$ cat src/rtl/flag_register.sv
// Registered ALU status flags with sticky-zero, a saturating zero-run counter
// and a load path for saving and restoring flags around interrupts.
module flag_register #(
  parameter int unsigned WIDTH      = 8,
  parameter int unsigned RUN_W      = 4,
  parameter int unsigned RUN_THRESH = 3
) (
  input  logic             clk,
  input  logic             rst_n,
  input  logic             update,
  input  logic [WIDTH-1:0] result,
  input  logic             carry_in,
  input  logic             overflow_in,
  input  logic             load,
  input  logic [4:0]       load_flags,
  input  logic             clear_sticky,
  output logic [4:0]       flags_out,
  output logic             flag_z,
  output logic             flag_n,
  output logic             flag_c,
  output logic             flag_v,
  output logic             flag_p,
  output logic             sticky_z,
  output logic [RUN_W-1:0] zero_run,
  output logic             run_alert
);

  localparam logic [RUN_W-1:0] RunMax    = {RUN_W{1'b1}};
  localparam logic [RUN_W-1:0] RunThresh = RUN_THRESH[RUN_W-1:0];

  // Flag vector layout is {Z, N, C, V, P}, bit 4 = Z.
  logic [4:0]       flags_q, flags_d;
  logic             sticky_q, sticky_d;
  logic [RUN_W-1:0] run_q, run_d;

  logic res_zero;
  logic res_par;
  logic do_update;

  // Decode the incoming result; an update is dropped whenever load is asserted.
  always_comb begin
    res_zero  = (result == '0);
    res_par   = ~^result;
    do_update = update & ~load;
  end

  // Next-state selection: load > update > hold for flags.
  always_comb begin
    flags_d  = flags_q;
    sticky_d = sticky_q;
    run_d    = run_q;

    if (load) begin
      flags_d = load_flags;
    end else if (update) begin
      flags_d = {res_zero, result[WIDTH-1], carry_in, overflow_in, res_par};
    end

    // A zero result sets sticky_z even when a clear arrives in the same cycle.
    if (do_update && res_zero) begin
      sticky_d = 1'b1;
    end else if (clear_sticky) begin
      sticky_d = 1'b0;
    end

    if (do_update) begin
      if (res_zero) begin
        run_d = (run_q == RunMax) ? run_q : run_q + 1'b1;
      end else begin
        run_d = '0;
      end
    end
  end

  // State registers with synchronous active-low reset.
  always_ff @(posedge clk) begin
    if (!rst_n) begin
      flags_q  <= '0;
      sticky_q <= 1'b0;
      run_q    <= '0;
    end else begin
      flags_q  <= flags_d;
      sticky_q <= sticky_d;
      run_q    <= run_d;
    end
  end

  // Outputs straight from the registers; only run_alert is decoded.
  always_comb begin
    flags_out = flags_q;
    flag_z    = flags_q[4];
    flag_n    = flags_q[3];
    flag_c    = flags_q[2];
    flag_v    = flags_q[1];
    flag_p    = flags_q[0];
    sticky_z  = sticky_q;
    zero_run  = run_q;
    run_alert = (run_q >= RunThresh);
  end

endmodule

$ cat config.mk
export PLATFORM = sky130hd
export DESIGN_NAME = flag_register
export DESIGN_NICKNAME = d
export VERILOG_FILES = /design/src/rtl/flag_register.sv
export SDC_FILE = /design/constraint.sdc
export NUM_CORES = 1
export LEC_CHECK = 0
export CAP_MARGIN = 20
export CORE_MARGIN = 10
export CORE_UTILIZATION = 30
export DETAILED_ROUTE_END_ITERATION = 12
export HOLD_SLACK_MARGIN = 0.1
export SKIP_LAST_GASP = 1
export SYNTH_ARGS = -nofsm -noshare
export SYNTH_HDL_FRONTEND = slang
export SYNTH_SLANG_ARGS = --single-unit
$ cat constraint.sdc
create_clock -name clk -period 1.5 [get_ports clk]
set_input_delay 0.225 -clock clk [delete_from_list [all_inputs] [get_ports clk]]
set_output_delay 0.225 -clock clk [all_outputs]
set_load 0.005 [all_outputs]
======== Word-level counts from Yosys, hierarchy flattened ========
Cells that the tools add are included.
storage, ports and cells
  register bits ........................... 10
  input bits .............................. 20
  output and inout bits ................... 16
cells by class
  equal/unequal tests ..................... 2
  order comparisons ....................... 1
  $add $sub $neg .......................... 1
  muxes and demuxes ....................... 6
  bitwise operators ....................... 2
  reduce and logical (&&, ||, !) cells .... 6
operators with widths
  kind                 count
  $mux 5               2
  $logic_not 8->1      1
  $mux 4               2
  $reduce_xnor 8->1    1
  $add 4x1->4 const B  1
  $eq 4x4->1 const B   1
  $ge 4x2->1 const B   1
  $reduce_bool 2->1    2
  $mux 1               2
  $ne 2x2->1 const B   1
  $reduce_and 2->1     1
  $and 1x1->1          1
  $logic_and 1x1->1    1
  $not 1->1            1

======== Longest topological paths before layout ========
  word-level depth ........................ 4
  mapped depth ............................ 5
  mapped depth without buffers ............ 5

======== Least setup slack after synthesis ========
Ideal clock, no wire load.
  path kind ............................... input-to-reg
  start point ............................. input port result[6]
  end point ............................... register flags_q[0], in the netlist flags_out[0]
  slack ................................... 0.252 ns
  buffers on the path ..................... 0
  stages .................................. 5
  setup time .............................. 0.122 ns
  arrival ................................. 1.126 ns
  cells stage by stage .................... inv_1 > ha_1 > xnor2_1 > xnor2_1 > a311o_1
between the ends
  word-level cells in the longest chain between the ends .. 3
RTL lines
  item                  RTL line  source
  start, declared       11        input logic [WIDTH-1:0] result,
  $reduce_xnor 8->1     43        res_par = ~^result;
  $mux 5                55        end else if (update) begin
  $mux 5                53        if (load) begin
  end signal, assigned  82        flags_q <= flags_d;
  end, declared         32        logic [4:0] flags_q, flags_d;
Every way passes these cells. The select of a mux whose other input is x is not followed.
A chain may end at the register's enable or synchronous reset.

======== Worst setup path after layout ========
  start point ............................. register run_q[0], in the netlist zero_run[0]
  end point ............................... output port run_alert
between the ends
  word-level cells in the longest chain between the ends .. 1
RTL lines
  item                    RTL line  source
  start, declared         34        logic [RUN_W-1:0] run_q, run_d;
  start signal, assigned  84        run_q <= run_d;
  $ge 4x2->1              98        run_alert = (run_q >= RunThresh);
  end, declared           25        output logic run_alert
Every way passes these cells.

==> flow_metrics.py <==
metrics = {
    "status": {
        "status": "finished, final reports clean",
    },
    "setup_path": {
        "critPathMaxFanout": 2,
        "end_kind": "primary output",
        "rr_worst_depth": 5,
        "reg2reg_slack_ps": 270,
        "slowest_delay_ps": 330,
        "worstReg2RegEnd": "zero_run[1]",
        "critical-path-slowest-cell": "dfxtp_2",
        "start_kind": "flip-flop",
        "r2r_start": "zero_run[0]",
        "critPathLaunch": "zero_run[0]",
        "cp.arrival_ps": 1200,
        "crit_chain": "ha_2, or3_1, buf_2",
        "critical_path_required_ps": 1270,
        "critical_path_class": "reg -> out",
    },
    "clocking": {
        "clkTransAtPathRegs_ps": 70,
        "htreeDepth": 1,
        "cts-root-buf": "clkbuf_4",
        "postCtsHoldBufs": 0,
        "cts_buffer_depth": 2,
        "numCtsBuffers": 3,
        "clk_latency_ps": 270,
        "cts_tree": "done",
        "cts_setup_buffers": 0,
        "cts.sinks": 10,
    },
    "timing": {
        "fmaxAchievable_mhz": 701,
        "finalSetupTns_ps": 0,
        "setup_violations": 0,
        "postLayoutSetupSlackWorst_ps": 74.2,
        "rsz0062_at_grt": "false",
        "fin_skew_ps": 0.544,
        "drv_slew": 0,
        "hold_viol_final": 0,
        "timing.slew.headroom": 0.839,
        "worst-slew-pin-transition_ps": 238,
        "fin_crit_ps": 1430,
        "timing.final.crit_share": 0.951,
    },
    "grt": {
        "grt_pass1_vias": 627,
        "antenna_found_initial": 0,
        "gr-total-overflow": 0,
        "grt_max_degree": 9,
        "grt_util_all_layers": 0.0847,
        "grt_pass1_wl_mm": 2.99,
    },
    "layout": {
        "final_common_cell": "clkdlybuf4s50_1",
        "syn_to_final_growth_pct": 69.6,
        "drive_above_1_share": 0.193,
        "n_antenna_cell": 0,
        "most-common-layout-cells": "clkdlybuf4s50_1, nand2_1, inv_1, buf_4, dfxtp_1",
        "nNetsFinal": 145,
    },
    "floorplan": {
        "io_pins": 36,
        "initial_core_util": 0.328,
        "die-area_um2": 4490,
        "core-area_um2": 2020,
        "num_rows": 16,
        "die_x_um": 67.0,
        "die_height_um": 67.0,
    },
    "route": {
        "drc": 0,
        "ant_nets": 0,
        "routed_wirelength_mm": 1.88,
        "wl_per_cell_um": 12.9,
        "firstDrtPassIters": 4,
        "vias_per_cell": 4.55,
        "num_vias": 664,
        "drtIter0Drc": 8,
    },
    "min_path": {
        "holdPathStages": 3,
        "holdPathEnd": "flags_out[1]",
        "hp-start": "load_flags[1]",
        "min_path_type": "in -> reg",
    },
    "logic_synthesis": {
        "avgSynthCellArea_um2": 8.50,
        "ys_ff_latch": 10,
        "yosysSeqAreaShare": 0.302,
        "synth_cells": 78,
        "ys_types": 28,
        "yosysWarnings": 0,
        "synth_fp_nets": 103,
        "synth.cell_area_um2": 663,
    },
    "pwr": {
        "ir_worst_vdd_mv": 0.380,
        "p_leak_nw": 0.552,
        "power_density_nw_per_um2": 644,
    },
    "placed_design": {
        "numPortBuffers": 35,
        "gp_congestion": 0.771,
        "dp_slack_ps": -275,
        "dp_hpwl_mm": 1.53,
    },
    "job": {
        "max-cap-violations": 0,
    },
}
==> area by class of cell <==
type,count,area [um2]
sequential,10,203
timing repair buffer,44,423
fill,184,897
multi-input combinational,51,392
inverter,10,37.5
tap,27,33.8
clock buffer,4,36.3
==> sequential cells by signal, summed over array words and instances, names as in the netlist <==
name	flops
zero_run	4
flags_out	5
sticky_z	1
==> cell usage after synthesis <==
| cell type | n | share of area |
|---|---|---|
| a211oi_1 | 1 | 0.011 |
| dfxtp_1 | 10 | 0.30 |
| nand2b_1 | 2 | 0.019 |
| a211oi_2 | 1 | 0.019 |
| inv_2 | 1 | 0.0057 |
| nor2b_4 | 1 | 0.021 |
| nor2_1 | 1 | 0.0057 |
| nand3_1 | 3 | 0.023 |
| a21boi_1 | 1 | 0.011 |
| inv_1 | 9 | 0.051 |
| buf_6 | 1 | 0.017 |
| nor4b_1 | 1 | 0.013 |
| o22ai_1 | 2 | 0.019 |
| mux2_1 | 3 | 0.051 |
| o21ai_0 | 1 | 0.0075 |
| mux2i_1 | 1 | 0.015 |
| and3_1 | 2 | 0.019 |
| or3_1 | 1 | 0.0094 |
| nor2b_1 | 1 | 0.0094 |
| o21ai_1 | 2 | 0.015 |
| a21oi_1 | 6 | 0.045 |
| nand2_1 | 10 | 0.057 |
| and4_1 | 1 | 0.013 |
| xnor2_1 | 3 | 0.040 |
| buf_4 | 6 | 0.068 |
| ha_1 | 5 | 0.094 |
| a311o_1 | 1 | 0.015 |
| a41oi_2 | 1 | 0.025 |
==> metal layers <==
metal  routed length [um]  share of wire  global-route usage
met2                  819           0.44               0.132
met4                   22          0.012              0.0538
met1                  794           0.42              0.0902
met3                  241           0.13              0.0401
met5                    0              0                   0
==> critical path, delay by kind of cell (launching register included) <==
kind	cells	cell delay (ps)
adder cells (fa/ha/maj)	1	180
buffers and inverters	1	130
AND/OR/NAND/NOR	1	290
flip-flops	1	330
==> power by group <==
| part | leakage, nW | switching (mW) | internal, mW | total (mW) |
|---|---|---|---|---|
| Clock | 0.0210 | 0.105 | 0.148 | 0.252 |
| Combinational | 0.448 | 0.0636 | 0.126 | 0.189 |
| Sequential | 0.0827 | 0.00701 | 0.276 | 0.283 |
==> worst max path at each step <==
stage | slack [ps] | endpoint | depth (start not counted)
finish | 70 | run_alert | 3
global route | 20 | run_alert | 3
CTS | 20 | zero_run[2] | 2
detailed placement | -270 | flags_out[0] | 6
global placement | -250 | flags_out[0] | 6
floorplan | 250 | flags_out[0] | 5
==> cell families (layout without fill, tap and decap cells) <==
group,after synthesis,count (layout),share of synthesized area
AO/OA/AOI/OAI,16,16,0.168
AND/OR/NAND/NOR,23,23,0.189
adder cells (fa/ha/maj),5,5,0.0943
flip-flops,10,10,0.302
XOR/XNOR,3,3,0.0396
multiplexers,4,4,0.0660
buffers and inverters,17,58,0.141
==> what timing repair did <==
action                                  in CTS  in global routing
resized for setup                            6                  7
cloned                                       0                  0
endpoints found under the setup margin       1                  5
pin swaps                                    0                  3
==> through the flow <==
stage / utilization / hold slack (ps) / area, um2 / std cells / power [mW]
after floorplan: - / 361 / 663 / 78 / 0.374
after global placement: 0.524 / 550 / 1060 / 142 / 0.469
after detailed placement: 0.524 / 568 / 1060 / 142 / 0.471
final: 0.556 / 502 / 1120 / 146 / 0.724
after global routing: 0.556 / 515 / 1120 / 146 / 0.766
after CTS: 0.541 / 500 / 1090 / 146 / 0.724
No activity file was read; power rests on OpenSTA's default activity.
